`src/rtl/uart_rx_decoder_if.sv`:
```
// Parallel-side bundle of the UART receiver: serial line in, decoded byte, strobes and status out.
`timescale 1ns/1ps
interface uart_rx_decoder_if;
    logic        rx;
    logic [7:0]  uart_data;
    logic        uart_data_valid;
    logic        frame_err;
    logic        busy;
    logic [15:0] byte_count;

    modport master (
        output rx,
        input  uart_data, uart_data_valid, frame_err, busy, byte_count
    );

    modport slave (
        input  rx,
        output uart_data, uart_data_valid, frame_err, busy, byte_count
    );
endinterface

```
`src/rtl/uart_rx_decoder.sv`:
```
// 8N1 UART receiver: synchronizes rx, samples each bit mid-period and emits decoded bytes,
// framing-error pulses, a busy flag and a wrapping count of good frames.
`timescale 1ns/1ps
module uart_rx_decoder #(
    parameter int CLKS_PER_BIT = 868,
    parameter int SYNC_STAGES  = 2
) (
    input  logic               theclk,
    input  logic               theresetn,
    uart_rx_decoder_if.slave   bus
);
    localparam int CW = $clog2(CLKS_PER_BIT);
    localparam logic [CW-1:0] HALF_M1 = CW'(CLKS_PER_BIT / 2 - 1);
    localparam logic [CW-1:0] FULL_M1 = CW'(CLKS_PER_BIT - 1);
    localparam logic [CW-1:0] CNT_ONE = CW'(1);

    localparam logic [2:0] S_WAIT_IDLE = 3'd0;
    localparam logic [2:0] S_IDLE      = 3'd1;
    localparam logic [2:0] S_START     = 3'd2;
    localparam logic [2:0] S_DATA      = 3'd3;
    localparam logic [2:0] S_STOP      = 3'd4;

    generate
        if (CLKS_PER_BIT < 4) begin : g_bad_cpb
            $error("uart_rx_decoder: CLKS_PER_BIT must be >= 4");
        end
        if (SYNC_STAGES < 2) begin : g_bad_sync
            $error("uart_rx_decoder: SYNC_STAGES must be >= 2");
        end
    endgenerate

    logic [SYNC_STAGES-1:0] sync_q;
    logic [SYNC_STAGES-1:0] settle_q;
    logic                   rxs_s;
    logic                   settled_s;

    logic [2:0]    state_q, state_d;
    logic [CW-1:0] cnt_q, cnt_d;
    logic [2:0]    bit_q, bit_d;
    logic [7:0]    shift_q, shift_d;
    logic [7:0]    data_q, data_d;
    logic          valid_q, valid_d;
    logic          ferr_q, ferr_d;
    logic          busy_q, busy_d;
    logic [15:0]   byte_count_q, byte_count_d;

    // Input synchronizer; settle_q marks when the chain holds only post-reset samples of rx,
    // so the idle-reset value of the flops cannot release WAIT_IDLE while rx is held low.
    always_ff @(posedge theclk or negedge theresetn) begin
        if (!theresetn) begin
            sync_q   <= '1;
            settle_q <= '0;
        end else begin
            sync_q   <= {sync_q[SYNC_STAGES-2:0], bus.rx};
            settle_q <= {settle_q[SYNC_STAGES-2:0], 1'b1};
        end
    end

    assign rxs_s     = sync_q[SYNC_STAGES-1];
    assign settled_s = settle_q[SYNC_STAGES-1];

    // Frame decoder next-state logic.
    always_comb begin
        state_d      = state_q;
        cnt_d        = cnt_q;
        bit_d        = bit_q;
        shift_d      = shift_q;
        data_d       = data_q;
        valid_d      = 1'b0;
        ferr_d       = 1'b0;
        byte_count_d = byte_count_q;
        case (state_q)
            S_WAIT_IDLE: begin
                if (settled_s && rxs_s) state_d = S_IDLE;
                else                    state_d = S_WAIT_IDLE;
            end
            S_IDLE: begin
                if (!rxs_s) begin
                    state_d = S_START;
                    cnt_d   = '0;
                end else begin
                    state_d = S_IDLE;
                end
            end
            S_START: begin
                if (cnt_q == HALF_M1) begin
                    cnt_d = '0;
                    if (!rxs_s) begin
                        state_d = S_DATA;
                        bit_d   = 3'd0;
                    end else begin
                        state_d = S_IDLE;
                    end
                end else begin
                    cnt_d = cnt_q + CNT_ONE;
                end
            end
            S_DATA: begin
                if (cnt_q == FULL_M1) begin
                    cnt_d          = '0;
                    shift_d[bit_q] = rxs_s;
                    if (bit_q == 3'd7) state_d = S_STOP;
                    else               bit_d   = bit_q + 3'd1;
                end else begin
                    cnt_d = cnt_q + CNT_ONE;
                end
            end
            S_STOP: begin
                if (cnt_q == FULL_M1) begin
                    cnt_d = '0;
                    if (rxs_s) begin
                        state_d      = S_IDLE;
                        data_d       = shift_q;
                        valid_d      = 1'b1;
                        byte_count_d = byte_count_q + 16'd1;
                    end else begin
                        state_d = S_WAIT_IDLE;
                        ferr_d  = 1'b1;
                    end
                end else begin
                    cnt_d = cnt_q + CNT_ONE;
                end
            end
            default: begin
                state_d = S_WAIT_IDLE;
                cnt_d   = '0;
            end
        endcase
        busy_d = (state_d == S_START) || (state_d == S_DATA) || (state_d == S_STOP);
    end

    // Decoder state and registered outputs.
    always_ff @(posedge theclk or negedge theresetn) begin
        if (!theresetn) begin
            state_q      <= S_WAIT_IDLE;
            cnt_q        <= '0;
            bit_q        <= 3'd0;
            shift_q      <= 8'h00;
            data_q       <= 8'h00;
            valid_q      <= 1'b0;
            ferr_q       <= 1'b0;
            busy_q       <= 1'b0;
            byte_count_q <= 16'h0000;
        end else begin
            state_q      <= state_d;
            cnt_q        <= cnt_d;
            bit_q        <= bit_d;
            shift_q      <= shift_d;
            data_q       <= data_d;
            valid_q      <= valid_d;
            ferr_q       <= ferr_d;
            busy_q       <= busy_d;
            byte_count_q <= byte_count_d;
        end
    end

    assign bus.uart_data       = data_q;
    assign bus.uart_data_valid = valid_q;
    assign bus.frame_err       = ferr_q;
    assign bus.busy            = busy_q;
    assign bus.byte_count      = byte_count_q;
endmodule

```
`src/flat_wrapper.sv`:
```
// flat-port wrapper written by rule: the top's interface ports become plain ports
module uart_rx_decoder_flat 
#(
    parameter int CLKS_PER_BIT = 868,
    parameter int SYNC_STAGES  = 2
)
  (theclk, theresetn, bus_rx, bus_uart_data, bus_uart_data_valid, bus_frame_err, bus_busy, bus_byte_count);
  uart_rx_decoder_if bus_i ();
  input  logic theclk;
  input  logic theresetn;
  input wire logic [$bits(bus_i.rx)-1:0] bus_rx;
  output wire logic [$bits(bus_i.uart_data)-1:0] bus_uart_data;
  output wire logic [$bits(bus_i.uart_data_valid)-1:0] bus_uart_data_valid;
  output wire logic [$bits(bus_i.frame_err)-1:0] bus_frame_err;
  output wire logic [$bits(bus_i.busy)-1:0] bus_busy;
  output wire logic [$bits(bus_i.byte_count)-1:0] bus_byte_count;
  assign bus_i.rx = bus_rx;
  assign bus_uart_data = bus_i.uart_data;
  assign bus_uart_data_valid = bus_i.uart_data_valid;
  assign bus_frame_err = bus_i.frame_err;
  assign bus_busy = bus_i.busy;
  assign bus_byte_count = bus_i.byte_count;
  uart_rx_decoder #(.CLKS_PER_BIT(CLKS_PER_BIT), .SYNC_STAGES(SYNC_STAGES)) u_core (.theclk(theclk), .theresetn(theresetn), .bus(bus_i));
endmodule
```
`config.mk`:
```
export PLATFORM = sky130hd
export DESIGN_NAME = uart_rx_decoder_flat
export DESIGN_NICKNAME = d
export VERILOG_FILES = /design/src/rtl/uart_rx_decoder_if.sv /design/src/rtl/uart_rx_decoder.sv /design/src/flat_wrapper.sv
export SDC_FILE = /design/constraint.sdc
export NUM_CORES = 1
export LEC_CHECK = 0
export ABC_AREA = 1
export BUFFER_PORTS_ARGS = -buffer_cell sky130_fd_sc_hd__buf_4
export CAP_MARGIN = 20
export CORE_MARGIN = 2
export CORE_UTILIZATION = 58
export CTS_CLUSTER_DIAMETER = 120
export DETAILED_ROUTE_END_ITERATION = 12
export PLACE_DENSITY = 0.89
export SETUP_SLACK_MARGIN = 0.1
export SLEW_MARGIN = 20
export SYNTH_ARGS = -nofsm -noshare
export SYNTH_HDL_FRONTEND = slang
export SYNTH_SLANG_ARGS = --single-unit
export TNS_END_PERCENT = 20
```
`constraint.sdc`:
```
create_clock -name theclk -period 1.73 [get_ports theclk]
set_input_delay 0.173 -clock theclk [delete_from_list [all_inputs] [get_ports theclk]]
set_output_delay 0.173 -clock theclk [all_outputs]
set_load 0.01 [all_outputs]
```
==> results of run 1 <==
[registers in the layout, indices dropped and copies added (netlist names)]
signal,count
u_core.cnt_q,10
u_core.bus.uart_data_valid,1
u_core.bus.uart_data,8
u_core.settle_q,2
u_core.sync_q,2
u_core.state_q,3
u_core.bus.byte_count,16
u_core.shift_q,8
u_core.bus.frame_err,1
u_core.bit_q,3
u_core.bus.busy,1
[logic make-up (layout without fill, tap and decap cells)]
group           after synthesis  count (layout)  synth area share [%]
xor+xnor                     13              13                 4.103
flops                        55              55                 49.68
other cells                   1               1                0.1351
fa+ha+maj                     5               5                 2.254
simple gates                203             203                 31.47
buf+inv                      46              88                 6.718
compound gates               29              29                 5.636
[cell type report]
cell class / instances / share of cell area [%]
clock buffer: 5 / 2.138
inverter: 41 / 4.780
multi-input combinational: 251 / 37.97
sequential: 55 / 42.83
timing repair buffer: 39 / 9.366
tap: 54 / 2.099
clock inverter: 3 / 0.8162
[how the worst max path moves through the flow]
stage	startpoint	endpoint	slack, ns	cells past startpoint
after floorplan	u_core.cnt_q[0]$_DFFE_PN0P_	u_core.bus.byte_count[5]$_DFFE_PN0P_	0.23	8
after global placement	u_core.cnt_q[0]$_DFFE_PN0P_	u_core.bus.byte_count[2]$_DFFE_PN0P_	0.20	7
after detailed placement	u_core.cnt_q[0]$_DFFE_PN0P_	u_core.bus.byte_count[2]$_DFFE_PN0P_	0.09	7
after CTS	u_core.cnt_q[0]$_DFFE_PN0P_	u_core.shift_q[1]$_DFFE_PN0P_	0.11	8
after global routing	u_core.cnt_q[1]$_DFFE_PN0P_	u_core.bit_q[0]$_DFFE_PN0P_	0.07	9
final	u_core.cnt_q[0]$_DFFE_PN0P_	u_core.state_q[0]$_DFF_PN0_	0.15	6
[metal layers]
layer | share of wire [%] | GRT usage, % | up-vias
met2 | 47 | 36.54 | 59
met5 | 0 | 0 | -
li1 | - | - | 1195
met4 | 2.1 | 12.14 | 0
met1 | 46 | 27.49 | 1102
met3 | 4.9 | 4.282 | 10
[report_power, final]
group | switching, mW | internal [mW] | total (mW)
registers | 0.0828 | 1.38 | 1.47
logic | 0.463 | 0.256 | 0.719
clock network | 0.437 | 0.298 | 0.735
[synthesized netlist by cell type]
library cell                 n
sky130_fd_sc_hd__nand2_1   118
sky130_fd_sc_hd__dfrtp_1    53
sky130_fd_sc_hd__inv_1      38
sky130_fd_sc_hd__nand3_1    34
sky130_fd_sc_hd__nor2_1     32
sky130_fd_sc_hd__o21ai_0    18
sky130_fd_sc_hd__nand4_1     8
sky130_fd_sc_hd__a21oi_1     7
sky130_fd_sc_hd__xor2_1      7
sky130_fd_sc_hd__xnor2_1     6
sky130_fd_sc_hd__ha_1        5
sky130_fd_sc_hd__nor3_1      4
sky130_fd_sc_hd__inv_2       3
sky130_fd_sc_hd__buf_2       2
sky130_fd_sc_hd__dfstp_2     2
sky130_fd_sc_hd__a31o_2      1
sky130_fd_sc_hd__and3_2      1
sky130_fd_sc_hd__buf_4       1
sky130_fd_sc_hd__buf_6       1
sky130_fd_sc_hd__clkbuf_1    1
sky130_fd_sc_hd__conb_1      1
sky130_fd_sc_hd__nand2_4     1
sky130_fd_sc_hd__nand3_2     1
sky130_fd_sc_hd__nand3b_1    1
sky130_fd_sc_hd__nor2_2      1
sky130_fd_sc_hd__nor2_4      1
sky130_fd_sc_hd__nor3_4      1
sky130_fd_sc_hd__o21ai_2     1
sky130_fd_sc_hd__o21bai_1    1
sky130_fd_sc_hd__o22ai_1     1
[timing repair]
item                                    CTS  global route
hold buffers                              2             0
endpoints found under the setup margin    1            41
hold endpoints to repair                 54             0
setup buffers                             0             1
resized for setup                         1             7
pin swaps                                 0             0
[per-stage QoR]
stage	cell area (um^2)	cells	power (mW)
after floorplan	2775	352	1.940
after global placement	3080	437	2.139
after detailed placement	3080	437	2.165
after CTS	3196	447	2.902
after global routing	3219	448	3.085
final	3219	448	2.919
==> metrics.yaml, run 1 <==
run_status: "complete, no violations"
layout.cells.most_common_list: "sky130_fd_sc_hd__nand2_1, sky130_fd_sc_hd__dfrtp_1, sky130_fd_sc_hd__inv_1, sky130_fd_sc_hd__buf_4, sky130_fd_sc_hd__nand3_1"
reg2reg_setup_slack_ns: 0.15
hold_path.startpoint: "u_core.settle_q[0]$_DFF_PN0_"
syn-cell-area_um2: 2775
place.gp.congestion: 0.8847
leakagePower_nw: 1.685
rsz0062_at_grt: "true"
hold-path-endpoint: "u_core.settle_q[1]$_DFF_PN0_"
fin_worst_hold_slack_ns: 0.3609
cp_slowest_cell: "sky130_fd_sc_hd__dfrtp_1"
routed_wl_um: 5447
setup-violations-final: 0
clock_insertion_delay_worst_skew_ns: 0.32
grt_max_degree: 56
cts_inserted_buffers: 5
final-seq-area_um2: 1379
report.final.slew_viol_count: 0
firstDrtPassIters: 4
io_buffer_count: 29
synthDominantCellAreaShare_pct: 47.79
vdd_drop_max_mv: 0.5846
pre_cts_ws_ns: 0.09002
n_diodes: 0
max_cap_viol_count: 0
synthDominantAreaCellType: "sky130_fd_sc_hd__dfrtp_1"
htreeDepth: 2
period_minus_slack_ns: 1.577
post_drt_via_cell_ratio: 5.281
slew_headroom_pct: 55.43
reg2reg_from: "u_core.cnt_q[0]$_DFFE_PN0P_"
drt.antenna.violating_nets: 0
tns_ns: 0
cp.required_ns: 1.91
achievable-frequency_mhz: 634.3
most_common_library_cell_in_the_layout_ignoring_fill_and_taps: "sky130_fd_sc_hd__nand2_1"
critical_path.max_stage_delay_ns: 0.41
die_h_um: 73.17
dieWidth_um: 73.17
cts_sinks: 55
yosys_register_bits: 55
multi_input_logic_area_um2: 1222
clkTransAtPathRegs_ns: 0.10
finalWorstSetupSlack_ns: 0.1535
coreArea_um2: 4661
synthToLayoutAreaGrowth_pct: 16.01
antenna_found_initial: 0
grt_total_usage_pct: 22.23
pin_count: 30
cts_max_path_buffers: 2
final_net_count: 401
via_count_of_the_first_global_routing_pass: 2233
cts_tree: "done"
cp-start-kind: "flop"
hold_class: "reg -> reg"
first_pass_grt_wire_length_um: 9259
cellPowerDensity_nw_per_um2: 906.7
synth_sequential_area_ratio_pct: 49.68
worst_pin_slew_ns: 0.6686
wire_per_inst_um: 12.16
gr-total-overflow: 0
drive_above_1_share_pct: 16.24
dpl.hpwl_um: 3941
share_of_the_clock_period_used_by_the_worst_path_pct: 91.13
critPathBufInv: 0
reg2reg_to: "u_core.state_q[0]$_DFF_PN0_"
cts-root-buf: "sky130_fd_sc_hd__clkbuf_8"
end_kind: "flop"
report.final.hold_viol_count: 0
start_util_pct: 59.54
cp_cell_instances: "ha_1 -> nand2_1 -> nor2_4 -> nand2_4 -> o21ai_0 -> nand3_1"
final_core_utilization_pct: 69.07
detailroute.via_count: 2366
hold_path_depth: 0
yosys-top-cells-area: "sky130_fd_sc_hd__dfrtp_1, sky130_fd_sc_hd__nand2_1, sky130_fd_sc_hd__nand3_1, sky130_fd_sc_hd__inv_1, sky130_fd_sc_hd__nor2_1"
syn_area_per_cell_um2: 7.884
rows: 25
yosysWarnings: 0
floorplan.die_area_um2: 5354
final.fill_count: 371
cp.arrival_ns: 1.76
critPathMaxFanout: 6
synth.lib_cells_used.distinct: 30
detailedRoute.firstIterationViolations: 179
path_delay_family: "simple AND/OR/NAND/NOR gates"
finalClockSkew_ns: 0.01064
drc: 0
timing.reg2reg.worst_path_depth: 6
timing_worst_setup_path_type: "reg -> reg"
synth_fp_nets: 360
postSynthCellCount: 352
No activity file was read; power rests on OpenSTA's default activity.
==> inputs of run 2 (changes only) <==
--- a/config.mk
+++ b/config.mk
@@ -11,6 +11,6 @@
 export CORE_MARGIN = 2
-export CORE_UTILIZATION = 58
+export CORE_UTILIZATION = 50
 export CTS_CLUSTER_DIAMETER = 120
 export DETAILED_ROUTE_END_ITERATION = 12
-export PLACE_DENSITY = 0.89
+export PLACE_DENSITY = 0.8
 export SETUP_SLACK_MARGIN = 0.1
==> constraint.sdc (replaced) <==
create_clock -name theclk -period 2 [get_ports theclk]
set_input_delay 0.2 -clock theclk [delete_from_list [all_inputs] [get_ports theclk]]
set_output_delay 0.2 -clock theclk [all_outputs]
set_load 0.02 [all_outputs]
==> metrics.yaml, run 2 (same netlist as run 1, synthesis figures left out) <==
worst_pin_slew_ns: 0.6812  # +0.01254 ns
clock_insertion_delay_worst_skew_ns: 0.32  # about the same
clkTransAtPathRegs_ns: 0.10  # about the same
dieWidth_um: 78.50  # +7.3%
wire_per_inst_um: 11.74  # -3.4%
cp_cell_instances: "ha_1 -> nand2_1 -> nor2_4 -> nand2_4 -> nor3_4 -> buf_4 -> nand2_1 -> o21ai_0"
finalWorstSetupSlack_ns: 0.2784  # +0.1250 ns
grt_max_degree: 56  # unchanged
leakagePower_nw: 1.665  # -1.2%
n_diodes: 0  # unchanged
drt.antenna.violating_nets: 0  # unchanged
placed_cell_area_um2: 3080  # unchanged
rows: 27  # +8.0%
final-seq-area_um2: 1379  # unchanged
grt_total_usage_pct: 19.09  # -3.1 points
cellPowerDensity_nw_per_um2: 777.9  # -14%
detailedRoute.firstIterationViolations: 145  # -19%
cp_slowest_cell: "sky130_fd_sc_hd__dfrtp_1"
final_net_count: 397  # -1.0%
timing.critical_path.mode_cell: "sky130_fd_sc_hd__nand2_1"
critical_path.max_stage_delay_ns: 0.42  # about the same
cts_inserted_buffers: 5  # unchanged
report.final.slew_viol_count: 0  # unchanged
firstDrtPassIters: 5  # +1
reg2reg_setup_slack_ns: 0.28  # +0.12 ns
vdd_drop_max_mv: 0.4469  # -24%
multi_input_logic_area_um2: 1210  # -1.0%
detailroute.via_count: 2340  # -1.1%
run_status: "complete, no violations"
cts_max_path_buffers: 2  # unchanged
end_kind: "flop"
post_drt_via_cell_ratio: 5.065  # -4.1%
period_minus_slack_ns: 1.722  # +0.1450 ns
cp-start-kind: "flop"
slew_headroom_pct: 54.59  # -0.84 points
achievable-frequency_mhz: 580.9  # -8.4%
final.fill_count: 485  # +31%
pin_count: 30  # unchanged
htreeDepth: 2  # unchanged
critPathMaxFanout: 11  # +5
synthToLayoutAreaGrowth_pct: 15.19
largest_register_ff_count: 16  # unchanged
timing_worst_setup_path_type: "reg -> reg"
finalClockSkew_ns: 0.01530  # +0.004657 ns
gr-total-overflow: 0  # unchanged
reg2reg_to: "u_core.bus.byte_count[10]$_DFFE_PN0P_"
via_count_of_the_first_global_routing_pass: 2250  # +0.76%
pre_cts_ws_ns: 0.2129  # +0.1229 ns
layoutNonFillerInstCount: 462  # +3.1%
place.gp.congestion: 0.9075  # +2.6%
drive_above_1_share_pct: 14.10  # -2.1 points
design_area_um2: 3197  # -0.70%
reg2reg_from: "u_core.cnt_q[0]$_DFFE_PN0P_"
hold_path.startpoint: "u_core.settle_q[0]$_DFF_PN0_"
hold_path_depth: 0  # unchanged
floorplan.die_area_um2: 6162  # +15%
max_cap_viol_count: 0  # unchanged
io_buffer_count: 29  # unchanged
dp.cells: 452  # +3.4%
cp.required_ns: 2.23  # +0.32 ns
final_core_utilization_pct: 58.78  # -10 points
hold_class: "reg -> reg"
timing.reg2reg.worst_path_depth: 8  # +2
rsz0062_at_grt: "false"
cts_sinks: 55  # unchanged
drc: 0  # unchanged
cts-root-buf: "sky130_fd_sc_hd__clkbuf_8"
most_common_library_cell_in_the_layout_ignoring_fill_and_taps: "sky130_fd_sc_hd__nand2_1"
setup-violations-final: 0  # unchanged
cp.arrival_ns: 1.95  # +0.19 ns
tns_ns: 0  # unchanged
coreArea_um2: 5439  # +17%
dpl.hpwl_um: 3968  # +0.69%
hold-path-endpoint: "u_core.settle_q[1]$_DFF_PN0_"
first_pass_grt_wire_length_um: 9404  # +1.6%
report.final.hold_viol_count: 0  # unchanged
start_util_pct: 51.02  # -8.5 points
cts_tree: "done"
die_h_um: 78.50  # +7.3%
post-cts-setup-buffer-count: 0  # unchanged
antenna_found_initial: 0  # unchanged
layout.cells.most_common_list: "sky130_fd_sc_hd__nand2_1, sky130_fd_sc_hd__dfrtp_1, sky130_fd_sc_hd__inv_1, sky130_fd_sc_hd__nand3_1, sky130_fd_sc_hd__buf_4"
routed_wl_um: 5425  # -0.40%
share_of_the_clock_period_used_by_the_worst_path_pct: 86.08  # -5.1 points
[run 2: cell count changes in the layout (fill, tap and decap cells not counted), moves of 2 or more]
cell,change
sky130_fd_sc_hd__buf_4,-3
sky130_fd_sc_hd__inv_6,-2
sky130_fd_sc_hd__nand2_1,+2
sky130_fd_sc_hd__nand2_2,-2
[run 2: worst max path at each step]
| stage | from | to | slack, ns |
|---|---|---|---|
| after global routing | u_core.cnt_q[0]$_DFFE_PN0P_ | u_core.bus.byte_count[2]$_DFFE_PN0P_ | 0.15 |
| final | u_core.cnt_q[0]$_DFFE_PN0P_ | u_core.bus.byte_count[10]$_DFFE_PN0P_ | 0.28 |
| after detailed placement | u_core.cnt_q[0]$_DFFE_PN0P_ | u_core.bus.byte_count[2]$_DFFE_PN0P_ | 0.21 |
| after floorplan | u_core.cnt_q[0]$_DFFE_PN0P_ | u_core.bus.byte_count[5]$_DFFE_PN0P_ | 0.50 |
| after CTS | u_core.cnt_q[0]$_DFFE_PN0P_ | u_core.bus.byte_count[2]$_DFFE_PN0P_ | 0.20 |
| after global placement | u_core.cnt_q[0]$_DFFE_PN0P_ | u_core.bus.byte_count[2]$_DFFE_PN0P_ | 0.31 |
[run 2: power by group]
| part | total (mW) | switching [mW] | internal [mW] |
|---|---|---|---|
| registers | 1.28 | 0.0886 | 1.20 |
| clock network | 0.644 | 0.386 | 0.258 |
| logic | 0.559 | 0.379 | 0.180 |
[run 2: worst max-delay path: cells and delay by family, from the launching register on]
family | cells | cell delay (ns)
AO/OA/AOI/OAI | 1 | 0.08
buffers and inverters | 1 | 0.24
flip-flops | 1 | 0.42
AND/OR/NAND/NOR | 5 | 0.69
adder cells (fa/ha/maj) | 1 | 0.22
[run 2: routing by layer]
layer	part of all wire (%)	global-route usage (%)	vias up
met2	47	33.50	54
li1	-	-	1185
met1	47	22.71	1091
met4	1.8	8.421	0
met3	3.9	3.563	10
met5	0	0	-
[run 2: stage by stage]
stage	power, mW	hold WS [ns]
detailed placement	1.858	0.2849
floorplan	1.686	-0.09559
finish	2.487	0.3579
CTS	2.503	0.3604
global route	2.648	0.3668
global placement	1.833	0.2800
[run 2: timing repair]
action / in CTS / in global routing
endpoints found under the hold margin: 54 / 0
hold buffers: 2 / 0
endpoints found under the setup margin: 0 / 7
resized for setup: 0 / 1
[run 2: layout make-up]
class	count	share of cell area, %
Timing Repair Buffer	35	8.376
Tap cell	72	2.818
Inverter	41	4.814
Sequential cell	55	43.13
Clock inverter	3	0.8611
Clock buffer	5	2.153
Multi-Input combinational cell	251	37.85
